--- config.mk ---
export PLATFORM = sky130hd
export DESIGN_NAME = seq_generator
export DESIGN_NICKNAME = d
export VERILOG_FILES = /design/src/rtl/seq_generator.sv
export SDC_FILE = /design/constraint.sdc
export NUM_CORES = 1
export LEC_CHECK = 0
export BUFFER_PORTS_ARGS = -buffer_cell sky130_fd_sc_hd__buf_2
export CAP_MARGIN = 20
export CELL_PAD_IN_SITES_DETAIL_PLACEMENT = 0
export CELL_PAD_IN_SITES_GLOBAL_PLACEMENT = 1
export CORE_UTILIZATION = 32
export DETAILED_ROUTE_END_ITERATION = 12
export PLACE_DENSITY_LB_ADDON = 0.1
export RECOVER_POWER = 50
export SLEW_MARGIN = 25
export SYNTH_ARGS = -nofsm -noshare
export SYNTH_HDL_FRONTEND = slang
export SYNTH_SLANG_ARGS = --single-unit
export TNS_END_PERCENT = 100
--- constraint.sdc ---
create_clock -name clk -period 1.8 [get_ports clk]
set_clock_uncertainty 0.1 [all_clocks]
set_input_delay 0.18 -clock clk [delete_from_list [all_inputs] [get_ports clk]]
set_output_delay 0.18 -clock clk [all_outputs]
set_load 0.03 [all_outputs]
--- src/rtl/seq_generator.sv ---
// seq_generator -- serial pattern generator feeding a sequence detector.
//
// A request (pat_valid & pat_ready) latches the pattern, its length and a
// repetition count. The low pat_len bits of the pattern are then shifted out
// MSB-first on x, one bit per cycle, starting the cycle after acceptance.
// done pulses for the first idle cycle after a transmission; pat_ready is
// high in that cycle, so back-to-back requests leave exactly one idle cycle.
//
// Parameters:
//   PAT_W  pattern register width (2..15)
//   LEN_W  width of pat_len and rep_cnt
//
// Ports:
//   clk        rising-edge clock
//   rst_n      asynchronous active-low reset
//   pat_valid  request present
//   pat_ready  request can be accepted (high in IDLE)
//   pat_data   pattern; only the low effective-length bits are sent
//   pat_len    bits to send; 0 or anything above PAT_W means PAT_W
//   rep_cnt    extra repetitions of the pattern
//   x          serial output bit (0 when not valid)
//   x_valid    x carries a pattern bit
//   busy       transmission in progress
//   done       one-cycle end-of-transmission pulse
//
// Build option:
//   SEQ_GEN_REPEAT_EN  when defined, rep_cnt is honoured (pattern is sent
//                      rep_cnt+1 times back to back). When undefined,
//                      rep_cnt is ignored and each request sends once.
//
// State table:
//   state    | meaning
//   ST_IDLE  | waiting for a request; pat_ready=1, done echoes done_q
//   ST_SHIFT | sending pattern bits, one per cycle, MSB of the field first

module seq_generator #(
    parameter int PAT_W = 8,
    parameter int LEN_W = 4
) (
    input  logic             clk,
    input  logic             rst_n,
    input  logic             pat_valid,
    output logic             pat_ready,
    input  logic [PAT_W-1:0] pat_data,
    input  logic [LEN_W-1:0] pat_len,
    input  logic [LEN_W-1:0] rep_cnt,
    output logic             x,
    output logic             x_valid,
    output logic             busy,
    output logic             done
);

    // PAT_W never exceeds 15, so 4 bits hold any effective length or index.
    localparam int IDX_W = 4;

    typedef enum logic {
        ST_IDLE  = 1'b0,
        ST_SHIFT = 1'b1
    } state_t;

    state_t           state_q, state_d;
    logic [PAT_W-1:0] pat_q, pat_d;
    logic [IDX_W-1:0] len_q, len_d;
    logic [IDX_W-1:0] idx_q, idx_d;
    logic             done_q, done_d;
    logic [IDX_W-1:0] eff_len;
    logic             accept;
    logic             wrap;
    logic             rep_left;

    always_comb begin : eff_len_calc
        if ((pat_len == '0) || (32'(pat_len) > PAT_W)) begin
            eff_len = IDX_W'(PAT_W);
        end else begin
            eff_len = IDX_W'(pat_len);
        end
    end

`ifdef SEQ_GEN_REPEAT_EN
    logic [LEN_W-1:0] rep_q, rep_d;

    // Counts down to zero and then stops, so all-ones gives 2^LEN_W sends.
    assign rep_left = (rep_q != '0);

    always_comb begin : rep_comb
        rep_d = rep_q;
        if (accept) begin
            rep_d = rep_cnt;
        end else if (wrap) begin
            rep_d = rep_q - LEN_W'(1);
        end
    end

    always_ff @(posedge clk or negedge rst_n) begin : rep_reg
        if (!rst_n) begin
            rep_q <= '0;
        end else begin
            rep_q <= rep_d;
        end
    end
`else
    logic unused_rep;

    assign rep_left   = 1'b0;
    assign unused_rep = ^rep_cnt;
`endif

    always_comb begin : fsm_comb
        state_d   = state_q;
        pat_d     = pat_q;
        len_d     = len_q;
        idx_d     = idx_q;
        done_d    = 1'b0;
        accept    = 1'b0;
        wrap      = 1'b0;
        pat_ready = 1'b0;
        busy      = 1'b0;
        x_valid   = 1'b0;
        x         = 1'b0;
        done      = 1'b0;

        case (state_q)
            ST_IDLE: begin
                pat_ready = 1'b1;
                done      = done_q;
                if (pat_valid) begin
                    accept  = 1'b1;
                    state_d = ST_SHIFT;
                    pat_d   = pat_data;
                    len_d   = eff_len;
                    idx_d   = eff_len - IDX_W'(1);
                end
            end
            ST_SHIFT: begin
                busy    = 1'b1;
                x_valid = 1'b1;
                // Mask-and-reduce selects bit idx_q without a narrow index.
                x       = |(pat_q & (PAT_W'(1) << idx_q));
                if (idx_q == '0) begin
                    if (rep_left) begin
                        wrap  = 1'b1;
                        idx_d = len_q - IDX_W'(1);
                    end else begin
                        state_d = ST_IDLE;
                        done_d  = 1'b1;
                    end
                end else begin
                    idx_d = idx_q - IDX_W'(1);
                end
            end
            default: begin
                state_d = ST_IDLE;
            end
        endcase
    end

    always_ff @(posedge clk or negedge rst_n) begin : fsm_reg
        if (!rst_n) begin
            state_q <= ST_IDLE;
            pat_q   <= '0;
            len_q   <= '0;
            idx_q   <= '0;
            done_q  <= 1'b0;
        end else begin
            state_q <= state_d;
            pat_q   <= pat_d;
            len_q   <= len_d;
            idx_q   <= idx_d;
            done_q  <= done_d;
        end
    end

endmodule
==> impl_metrics.env <==
export IMPL_worstPathRequired_ps=1520
export IMPL_start_util_pct=35.62
export IMPL_root_buffer="clkbuf_4"
export IMPL_viasPerCell=4.825
export IMPL_critical_path_class="reg -> out"
export IMPL_ys_seq_area_share_pct=47.70
export IMPL_synth_avg_cell_area_um2=11.85
export IMPL_status="finished, violations left"
export IMPL_die_y_um=49.91
export IMPL_grt_max_degree=15
export IMPL_htreeDepth=1
export IMPL_powerDensity_nw_per_um2=1870
export IMPL_num_io_pins=24
export IMPL_drt_pass1_iterations=3
export IMPL_post_route_min_period_ps=1838
export IMPL_setup_viol=1
export IMPL_die_area_um2=2491
export IMPL_max_slew_margin_pct=51.01
export IMPL_post_route_period_util_pct=102.1
export IMPL_synth_warning_count=0
export IMPL_vias=550
export IMPL_diodes=0
export IMPL_ir_worst_vdd_uv=942.8
export IMPL_worstMarginPinSlew_ps=734.8
export IMPL_syn_to_final_growth_pct=24.53
export IMPL_drive_above_1_share_pct=45.98
export IMPL_hold_class="in -> reg"
export IMPL_antenna_found_initial=0
export IMPL_synth_area_leaders="dfrtp_1 (48%), mux2_2 (12%), mux4_1 (7.2%)"
export IMPL_numCtsBuffers=3
export IMPL_nets=108
export IMPL_cts_tree="yes"
export IMPL_cts_setup_buffers=0
export IMPL_row_count=16
export IMPL_setup_ws_ps=-37.79
export IMPL_cts_sinks=14
export IMPL_drt_initial_drc_count=8
export IMPL_syn_inst=62
export IMPL_power_leakage_nw=0.4186
export IMPL_end_kind="primary output"
export IMPL_yosysTopAreaCellShare_pct=47.70
export IMPL_final_core_util_pct=44.36
export IMPL_maxSlewViolCount=0
export IMPL_place_port_buffers=19
export IMPL_clkLatencyLatePin_ps=270
export IMPL_violations="setup timing"
export IMPL_gp_congestion=0.7187
export IMPL_arrival_ps=1560
export IMPL_synthesis_nets=82
export IMPL_ys_ff_latch=14
export IMPL_worst_path_max_fanout=3
export IMPL_p_total_w=0.001710
export IMPL_post_route_drc_count=0
export IMPL_clk_pin_slew_worst_paths_ps=80
export IMPL_drt_wl_total_um=1300
export IMPL_fmax_mhz=544.1
export IMPL_final_hold_viol_count=0
export IMPL_clock_path_buffers=2
export IMPL_hpwlAfterDp_um=982.4
export IMPL_grt_overflow=0
export IMPL_startpoint_type="register"
export IMPL_core_um2=2062
export IMPL_drtAntennaViolNets=0
export IMPL_grt_pass1_wl_um=2311
export IMPL_synth_top_cell_by_area="dfrtp_1"
export IMPL_rsz0062_at_grt="yes"
export IMPL_grt_pass1_vias=527
export IMPL_synth_cell_types=26
export IMPL_grtUsageTotal_pct=12.61
export IMPL_post_drt_wl_per_cell_um=11.40
export IMPL_fp_dieW_um=49.91
export IMPL_drv_cap=0
export IMPL_netlist_area_um2=734.5
-- placed cells by master (no fill, tap or decap), types with 2 or more instances in the layout --
| master | netlist | layout |
|---|---|---|
| nor2b_1 | 3 | 3 |
| mux4_2 | 0 | 2 |
| a21oi_1 | 2 | 2 |
| buf_2 | 1 | 16 |
| o31ai_1 | 2 | 2 |
| clkbuf_1 | 0 | 2 |
| a22oi_1 | 2 | 2 |
| clkbuf_4 | 0 | 3 |
| nor2_1 | 5 | 4 |
| dfrtp_1 | 14 | 14 |
| buf_4 | 2 | 5 |
| mux2_2 | 8 | 8 |
| inv_1 | 3 | 3 |
| nand2_1 | 3 | 3 |
| o21ai_0 | 2 | 2 |
-- power by group --
part / leakage [nW] / switching, W / total, W / internal (W)
registers: 0.166 / 0.000135 / 0.000608 / 0.000474
clock network: 0.0210 / 0.0000963 / 0.000219 / 0.000123
logic: 0.231 / 0.000420 / 0.000882 / 0.000462
total: 0.419 / 0.000651 / 0.00171 / 0.00106
-- through the flow --
stage	setup TNS (ps)	hold slack (ps)	worst slack [ps]	instances	cell area [um2]
3_3_place_gp	0	-12.06	174.5	109	873.3
3_5_place_dp	0	-7.958	180.1	109	873.3
2_1_floorplan	0	-215.6	126.9	62	734.5
6_report	-37.79	32.59	-37.79	114	914.6
5_1_grt	-142.6	17.97	-142.6	114	914.6
4_1_cts	-67.25	22.70	-67.25	114	914.6
-- logic make-up (layout without fill, tap and decap cells) --
| logic type | count (synthesis) | after routing | synth area share (%) |
|---|---|---|---|
| AND/OR/NAND/NOR | 17 | 17 | 12.78 |
| flip-flops | 14 | 14 | 47.70 |
| AO/OA/AOI/OAI | 13 | 13 | 12.78 |
| multiplexers | 11 | 11 | 20.78 |
| buffers and inverters | 6 | 31 | 4.258 |
| adder cells (fa/ha/maj) | 1 | 1 | 1.703 |
-- state kept, by name, summed over array words and instances, names as in the netlist --
| register | count |
|---|---|
| done_q | 1 |
| state_q | 1 |
| pat_q | 8 |
| idx_q | 4 |
-- routing by layer --
metal / vias up / routed length [um] / global-route usage (%) / part of all wire, %
met5: - / 0 / 0 / 0
met1: 257 / 629 / 15.99 / 48
li1: 277 / - / - / -
met4: 0 / 14 / 2.857 / 1.1
met3: 2 / 57 / 5.556 / 4.4
met2: 14 / 599 / 19.59 / 46
-- area by class of cell --
type,instances,area [um2]
fillers,214,1147
flip-flops and latches,14,350.3
multi-input cells,42,347.8
repair buffers,24,135.1
clock buffers,4,36.28
well taps,27,33.78
inverters,3,11.26
-- critical path, stage by stage, from the launching register on --
cell	delay [ps]
dfrtp_1	420
mux4_2	520
mux2i_1	130
nor2_1	60
buf_4	160
-- what timing repair did --
| item | 4_1_cts | 5_1_grt |
|---|---|---|
| hold buffers | 1 | 0 |
| resized for setup | 3 | 1 |
| endpoints found under the setup margin | 1 | 2 |
| endpoints found under the hold margin | 14 | 0 |
-- worst paths after layout --
path	startpoint	endpoint	slack [ps]	depth (start not counted)
setup reg to reg	state_q$_DFF_PN0_	idx_q[2]$_DFFE_PN0P_	170	6
hold reg to reg	pat_q[5]$_DFFE_PN0P_	pat_q[5]$_DFFE_PN0P_	420	1
setup / recovery	idx_q[0]$_DFFE_PN0P_	x	-40	4
hold / removal	pat_data[7]	pat_q[7]$_DFFE_PN0P_	30	2
max in group asynchronous	rst_n	pat_q[6]$_DFFE_PN0P_	770	2
min in group asynchronous	rst_n	state_q$_DFF_PN0_	370	2
-- synthesized netlist by cell type --
library cell and count:
a211oi_2 1, a21oi_1 2, a21oi_2 1, a22oi_1 2, a31o_2 1, a31oi_1 1
and2_1 1, buf_2 1, buf_4 2, dfrtp_1 14, ha_1 1, inv_1 3
mux2_2 8, mux2i_1 1, mux4_1 2, nand2_1 3, nand2b_1 1, nand3_1 1
nor2_1 5, nor2b_1 3, nor3_1 1, nor4b_2 1, o211ai_1 1, o21ai_0 2
o31ai_1 2, or2b_1 1
Note: power is estimated with default switching activity, not from simulation.
